==> config.mk <==
export PLATFORM = sky130hd
export DESIGN_NAME = db_req_arb
export DESIGN_NICKNAME = d
export VERILOG_FILES = /design/src/rtl/db_req_arb.sv
export SDC_FILE = /design/constraint.sdc
export NUM_CORES = 1
export LEC_CHECK = 0
export ABC_AREA = 1
export CORE_ASPECT_RATIO = 1.5
export CORE_MARGIN = 10
export CORE_UTILIZATION = 41
export DETAILED_ROUTE_END_ITERATION = 8
export PLACE_DENSITY = 0.82
export SLEW_MARGIN = 5
export SYNTH_ARGS = -nofsm -noshare
export SYNTH_HDL_FRONTEND = slang
export SYNTH_SLANG_ARGS = --single-unit
export TNS_END_PERCENT = 100
==> constraint.sdc <==
create_clock -name log_clk -period 3.22 [get_ports log_clk]
set_input_delay 0.966 -clock log_clk [delete_from_list [all_inputs] [get_ports log_clk]]
set_output_delay 0.966 -clock log_clk [all_outputs]
set_load 0.05 [all_outputs]
==> src/rtl/db_req_arb.sv <==
// Round-robin SRIO doorbell request generator driving the ireq AXI-Stream port.
// Optional DB_STATS_EN adds sent/drop statistics counters.
module db_req_arb #(
    parameter int         NUM_CH   = 4,
    parameter logic [1:0] PRIO     = 2'h1,
    parameter logic [7:0] TID_INIT = 8'h00
) (
    input  logic                 log_clk,
    input  logic                 rst,
    input  logic [15:0]          src_id,
    input  logic [15:0]          des_id,
    input  logic [NUM_CH-1:0]    db_req_in,
    input  logic [NUM_CH*16-1:0] db_info_in,
    output logic [NUM_CH-1:0]    db_pending_o,
    output logic [NUM_CH-1:0]    db_drop_o,
    output logic                 busy_o,
    output logic                 ireq_tvalid_o,
    input  logic                 ireq_tready_in,
    output logic                 ireq_tlast_o,
    output logic [63:0]          ireq_tdata_o,
    output logic [7:0]           ireq_tkeep_o,
    output logic [31:0]          ireq_tuser_o
`ifdef DB_STATS_EN
    ,
    output logic [31:0]          db_sent_cnt_o,
    output logic [15:0]          db_drop_cnt_o
`endif
);

    localparam int             PTR_W    = (NUM_CH > 1) ? $clog2(NUM_CH) : 1;
    localparam logic [PTR_W:0] NUM_CH_W = (PTR_W + 1)'(NUM_CH);
    localparam logic [3:0]     FTYPE_DB = 4'hA;
    localparam logic [0:0]     ST_IDLE  = 1'b0;
    localparam logic [0:0]     ST_SEND  = 1'b1;

    logic [0:0]        state;
    logic [PTR_W-1:0]  rr_ptr;
    logic [7:0]        tid;
    logic [NUM_CH-1:0] db_req_r;
    logic [NUM_CH-1:0] pending;

    logic [NUM_CH-1:0] rise;
    logic [NUM_CH-1:0] grant_oh;
    logic [NUM_CH-1:0] drop_vec;
    logic [NUM_CH-1:0] pending_nxt;
    logic [PTR_W-1:0]  grant_idx;
    logic [PTR_W:0]    scan_idx;
    logic              grant_vld;
    logic              accept;
    logic              do_grant;
    logic [7:0]        tid_use;
    logic [15:0]       grant_info;

    // Search starts at the round-robin pointer and wraps, so the lowest index
    // at or after the pointer wins.
    always_comb begin
        // NOTE: every combinational output gets a default first so no path leaves it unassigned (no latch).
        rise      = db_req_in & ~db_req_r;
        grant_vld = 1'b0;
        grant_idx = '0;
        scan_idx  = '0;
        for (int i = 0; i < NUM_CH; i++) begin
            scan_idx = {1'b0, rr_ptr} + (PTR_W + 1)'(i);
            if (scan_idx >= NUM_CH_W) scan_idx = scan_idx - NUM_CH_W;
            if (!grant_vld && pending[scan_idx[PTR_W-1:0]]) begin
                grant_vld = 1'b1;
                grant_idx = scan_idx[PTR_W-1:0];
            end
        end
        accept   = ireq_tvalid_o & ireq_tready_in;
        do_grant = grant_vld & ((state == ST_IDLE) | accept);
        grant_oh = '0;
        if (do_grant) grant_oh[grant_idx] = 1'b1;
        // A rise on the channel being granted re-queues it instead of dropping.
        drop_vec    = rise & pending & ~grant_oh;
        pending_nxt = (pending & ~grant_oh) | rise;
        tid_use     = accept ? tid + 8'd1 : tid;
        grant_info  = db_info_in[{grant_idx, 4'b0000} +: 16];
    end

    // NOTE: sequential state uses non-blocking assignments so every register samples pre-edge values.
    always_ff @(posedge log_clk or posedge rst) begin
        if (rst) begin
            state         <= ST_IDLE;
            rr_ptr        <= '0;
            tid           <= TID_INIT;
            db_req_r      <= '0;
            pending       <= '0;
            db_drop_o     <= '0;
            ireq_tvalid_o <= 1'b0;
            ireq_tlast_o  <= 1'b0;
            ireq_tdata_o  <= '0;
            ireq_tkeep_o  <= '0;
            ireq_tuser_o  <= '0;
        end else begin
            db_req_r  <= db_req_in;
            pending   <= pending_nxt;
            db_drop_o <= drop_vec;
            if (accept) tid <= tid + 8'd1;
            if (do_grant) begin
                state         <= ST_SEND;
                rr_ptr        <= (grant_idx == PTR_W'(NUM_CH - 1)) ? '0 : grant_idx + 1'b1;
                ireq_tvalid_o <= 1'b1;
                ireq_tlast_o  <= 1'b1;
                ireq_tkeep_o  <= 8'hFF;
                ireq_tuser_o  <= {src_id, des_id};
                ireq_tdata_o  <= {tid_use, FTYPE_DB, 4'b0000, 1'b0, PRIO, 1'b0,
                                  12'h000, grant_info, 16'h0000};
            end else if (accept) begin
                state         <= ST_IDLE;
                ireq_tvalid_o <= 1'b0;
                ireq_tlast_o  <= 1'b0;
                ireq_tkeep_o  <= '0;
                ireq_tuser_o  <= '0;
                ireq_tdata_o  <= '0;
            end
        end
    end

    assign db_pending_o = pending;
    assign busy_o       = ireq_tvalid_o;

`ifdef DB_STATS_EN
    // Sent count wraps; drop count saturates.
    always_ff @(posedge log_clk or posedge rst) begin
        if (rst) begin
            db_sent_cnt_o <= '0;
            db_drop_cnt_o <= '0;
        end else begin
            if (accept) db_sent_cnt_o <= db_sent_cnt_o + 32'd1;
            if ((|db_drop_o) && (db_drop_cnt_o != 16'hFFFF)) db_drop_cnt_o <= db_drop_cnt_o + 16'd1;
        end
    end
`endif

endmodule

==> flow_metrics.tcl <==
set metrics [dict create \
    drt_first_pass_iters 4 \
    yosysSeqAreaShare_pct 45.5 \
    worstPathArrival_ps 1820 \
    setup_violations 0 \
    cp_top_family "buffers and inverters" \
    yosysWarnings 0 \
    port_buffers 180 \
    r2r_slack_ps 590 \
    async_reset_ff_share_pct 100 \
    gp_congestion 0.847 \
    numCtsBuffers 9 \
    grt_usage_pct 17.0 \
    drtIter0Drc 187 \
    synth_edf_count 0 \
    grt_pass1_wl_um 21200 \
    wire_per_inst_um 15.9 \
    maxCapViolations 0 \
    ff_latch_area_um2 1980 \
    boundaryPins 218 \
    detail-route-antenna-nets 0 \
    r2r-start "rr_ptr[0]" \
    grt_pass1_vias 4155 \
    layout_min_cycle_time_ps 2780 \
    diodes 0 \
    synth.largest_area_cell "dfrtp_1" \
    pre_cts_slack_ps 635 \
    drive_gt1_share_pct 5.23 \
    row_count 46 \
    ys_top_cells_by_count "nand2_1, dfrtp_1, nand3_1" \
    worst_slew_pin_slew_ps 600 \
    post_cts_buffers 0 \
    final_hold_viol_count 0 \
    clock_skew_ps 8.52 \
    hold_depth 2 \
    slowest_stage "clkdlybuf4s50_1" \
    slew_viol_final 0 \
    die_y_um 146 \
    synth.top_cell.area_share_pct 45.5 \
    vias_per_cell 4.77 \
    nFillCells 937 \
    totalWireLength_um 13200 \
    whs_ps 476 \
    start_kind "flop" \
    top_layer "met4" \
    synth_area_um2 4350 \
    area_growth_pct 45.0 \
    syn_inst 527 \
    leakage_nw 3.19 \
    dr_total_vias 3970 \
    grt_remaining_overflow 0 \
    hpwlAfterDp_um 10400 \
    initial_utilization_pct 41.5 \
    critPathCaptureType "output pin" \
    clkSlewWorstSetupHoldPaths_ps 60 \
    critPathKind "reg2out" \
    htree_levels 3 \
    synthDistinctLibCells 27 \
    drc_errors 0 \
    grt_max_degree 47 \
    wl_met3_um 947 \
    cts.sinks 79 \
    status "completed" \
    cts_tree "done" \
    fin_nets 789 \
    crit_chain "clkdlybuf4s50_1" \
    dieArea_um2 15200 \
    root_buffer "clkbuf_16" \
    synth.most_common_cell "nand2_1" \
    avgSynthCellArea_um2 8.25 \
    rsz0062_at_grt "false" \
    multi_input_area_um2 1730 \
    path_buf_inv 1 \
    wl_met1_um 5240 \
    grt_antenna_before_repair 0 \
    worstRegToRegCells 14 \
    setup_ws_ps 438 \
    tns_ps 0 \
    slowest_delay_ps 900 \
    path_max_fanout 16 \
    hold_path_class "reg2reg" \
    clk_path_buf_depth 2 \
    synth-seq-cells 79 \
    core-area_um2 10500 \
    cts_resized 0 \
    ir_drop_mv 0.664 \
    clock_latency_ps 330 \
    relSlewSlack_pct 59.9 \
    fmax_mhz 359 \
    die_w_um 104 \
    required_ps 2250 \
    synth_area_leaders "dfrtp_1, nand2_1, buf_4, a22o_1, nand3_1" \
    timing.rr.end "db_pending_o[3]" \
    fin_crit_sh_pct 86.4 \
    hp-start "ireq_tdata_o[19]" \
    holdBufCountCts 0 \
    power_density_nw_per_um2 1320 \
    synth_ff_type "dfrtp_1" \
    min_to "ireq_tdata_o[19]" \
    dr_wl_met2_um 6480 \
]
## cell usage in the layout (no fill, tap or decap), types with 2 or more instances in the layout
cell,netlist,final
nand3_1,56,56
nand2_1,180,180
nor2_1,7,7
clkbuf_16,0,9
clkbuf_8,0,2
o21ai_0,5,5
nand2_4,3,3
bufinv_16,0,2
buf_12,0,3
nand2_2,3,3
a22o_1,39,39
xnor2_1,3,3
ha_1,2,2
o21ai_1,4,4
dfrtp_1,79,79
inv_2,5,5
conb_1,1,37
nand4_1,4,4
inv_1,51,50
clkdlybuf4s50_1,0,180
xor2_1,4,4
## where the power goes
part / total [mW] / switching [mW] / leakage, nW / internal, mW
combinational: 5.50 / 3.76 / 2.05 / 1.74
clock: 1.10 / 0.384 / 0.162 / 0.721
sequential: 1.73 / 0.304 / 0.978 / 1.43
total: 8.34 / 4.45 / 3.19 / 3.89
## per-layer routing
layer,global-route usage [%],vias up
li1,-,1895
met1,18.3,1843
met2,28.8,198
met3,6.30,34
met4,8.38,0
met5,0,-
## cells by family after synthesis
family / Yosys count / share of synthesized area, %
and+or+nand+nor: 258 / 25.6
xor gates and xnor gates: 7 / 1.41
adders and majority gates: 2 / 0.575
other: 1 / 0.0862
AOI/OAI and AO/OA: 49 / 9.01
buffers and inverters: 131 / 17.8
DFF: 79 / 45.5
## worst max path at each step
stage                       end  depth (start not counted)            start  slack [ps]
2_1_floorplan      db_drop_o[0]                          1              rst         230
3_3_place_gp   ireq_tdata_o[63]                          8   ireq_tready_in         700
3_5_place_dp   ireq_tdata_o[63]                          8   ireq_tready_in         630
4_1_cts         ireq_tkeep_o[1]                          1  ireq_tkeep_o[6]         400
5_1_grt         ireq_tkeep_o[7]                          1  ireq_tkeep_o[6]         320
6_report        ireq_tkeep_o[1]                          1  ireq_tkeep_o[6]         440
## stage by stage
stage | power (mW) | cell area, um2 | util (%) | std cells
after detailed placement | 7.25 | 5980 | 57.0 | 817
final | 8.34 | 6310 | 60.2 | 832
after CTS | 8.40 | 6310 | 60.2 | 832
after global routing | 8.96 | 6310 | 60.2 | 832
after floorplan | 5.96 | 4480 | - | 563
after global placement | 7.12 | 5980 | 57.0 | 817
## state kept, by name, summed over array words and instances, names as in the netlist
signal        flops
tid               8
db_pending_o      4
db_drop_o         4
ireq_tkeep_o      1
ireq_tuser_o     32
ireq_tdata_o     24
rr_ptr            2
db_req_r          4
## layout make-up
cell class / count / share of cell area, %
clock inverter: 4 / 1.23
sequential: 79 / 31.3
multi-input combinational: 353 / 27.5
inverter: 57 / 3.45
clock buffer: 11 / 4.01
timing repair buffer: 184 / 29.6
tap: 144 / 2.86
Note: power is estimated with default switching activity, not from simulation.
==> RTL change: new RTL, same settings <==
`NUM_CH`: 4 -> 2.
--- a/src/rtl/db_req_arb.sv
+++ b/src/rtl/db_req_arb.sv
@@ -1,7 +1,7 @@
 // Round-robin SRIO doorbell request generator driving the ireq AXI-Stream port.
 // Optional DB_STATS_EN adds sent/drop statistics counters.
 module db_req_arb #(
-    parameter int         NUM_CH   = 4,
+    parameter int         NUM_CH   = 2,
     parameter logic [1:0] PRIO     = 2'h1,
     parameter logic [7:0] TID_INIT = 8'h00
 ) (
Ports: changed (resized db_drop_o, db_info_in, db_pending_o and db_req_in); port bits go from 218 to 180. No check against the original RTL was run, so the function may have changed too.
==> RTL change against the original RTL <==
- area after synthesis shrank 24%
- power decreased by 28%
- setup slack got worse by 0.053 ns
- utilization grew 1.2 points
- cell area fell by 22%
- non-clock buffer count down 36
- wire length fell by 30%
- final cell count is 24% lower
- sequential cell count fell by 7
- maximum frequency decreased by 1.9%
- critical path type unchanged
- critical endpoint is now ireq_tdata_o[45]
==> RTL change: results (changes against the original RTL) <==
* Outcome: completed (unchanged)
* Largest net degree at the start of global routing at 37 (was 47)
* Routed vias at 2,787 (was 3,970)
* Largest cells by area after synthesis: dfrtp_1 (54%), nand2_1 (21%), buf_4 (12%) (was dfrtp_1 (45%), nand2_1 (16%), buf_4 (9.2%))
* Sequential-to-total area share from yosys stat at 54.3% (was 45.5%)
* HP Start: db_req_r[1]$_DFF_PP0_ (was ireq_tdata_o[19]$_DFFE_PP0P_)
* Capturing point of the worst reg2reg path: ireq_tuser_o[27]$_DFFE_PP0P_ (was db_pending_o[3]$_DFF_PP0_)
* Final cell count without fillers at 632 (was 832)
* Total detailed-routing wirelength at 9280 microns (was 13,200 microns)
* Worst Hold End: db_pending_o[1]$_DFF_PP0_ (was ireq_tdata_o[19]$_DFFE_PP0P_)
* Fin crit share at 88.1% (was 86.4%)
* Worst Skew at 0.00449 ns (was 0.00852 ns)
* R2R setup slack at 1.40 ns (was 0.59 ns)
* Gr usage total at 14.9% (was 17.0%)
* Register-to-Register Path Depth at 7 (was 14)
* CP max FO at 17 (was 16)
* FF-to-FF Start: ireq_tkeep_o[6]$_DFFE_PP0P_ (was rr_ptr[0]$_DFFE_PP0P_)
* Syn Inst Count at 389 (was 527)
* NumNets Final at 592 (was 789)
* First-pass GRT wire length at 14,300 microns (was 21,200 microns)
* Post-DP HPWL at 7290 microns (was 10,400 microns)
* Buffers added on ports at 142 (was 180)
* Critical path endpoint: ireq_tdata_o[45] (was ireq_tkeep_o[1])
* Hold depth at 1 (was 2)
* LEAKAGE at 2.43 nW (was 3.19 nW)
* Hold Slack at 0.457 ns (was 0.476 ns)
RTL change: metal layers:
| metal | track usage (%) | wire, microns | vias to the layer above |
|---|---|---|---|
| li1 | - | - | 1362 |
| met1 | 14.8 | 3310 | 1291 |
| met2 | 26.5 | 4870 | 119 |
| met3 | 5.12 | 868 | 15 |
| met4 | 8.20 | 233 | 0 |
| met5 | 0 | 0 | - |
RTL change: cells by family after synthesis:
logic type | synth area share, %
buffers and inverters | 16.2
flip-flops | 54.3
XOR/XNOR | 0.528
AND/OR/NAND/NOR | 26.6
other | 0.113
AO/OA/AOI/OAI | 1.81
adder cells (fa/ha/maj) | 0.377
RTL change: area by class of cell:
cell class	instances	area (sq um)
Clock inverter	3	15.0
Clock buffer	13	270
Tap cell	105	131
Timing Repair Buffer	148	1480
Inverter	20	75.1
Fill cell	678	3070
Multi-Input combinational cell	271	1120
Sequential cell	72	1800
RTL change: power by group:
group	switching, mW	internal, mW
registers	0.255	1.30
logic	2.44	1.05
clock network	0.357	0.580
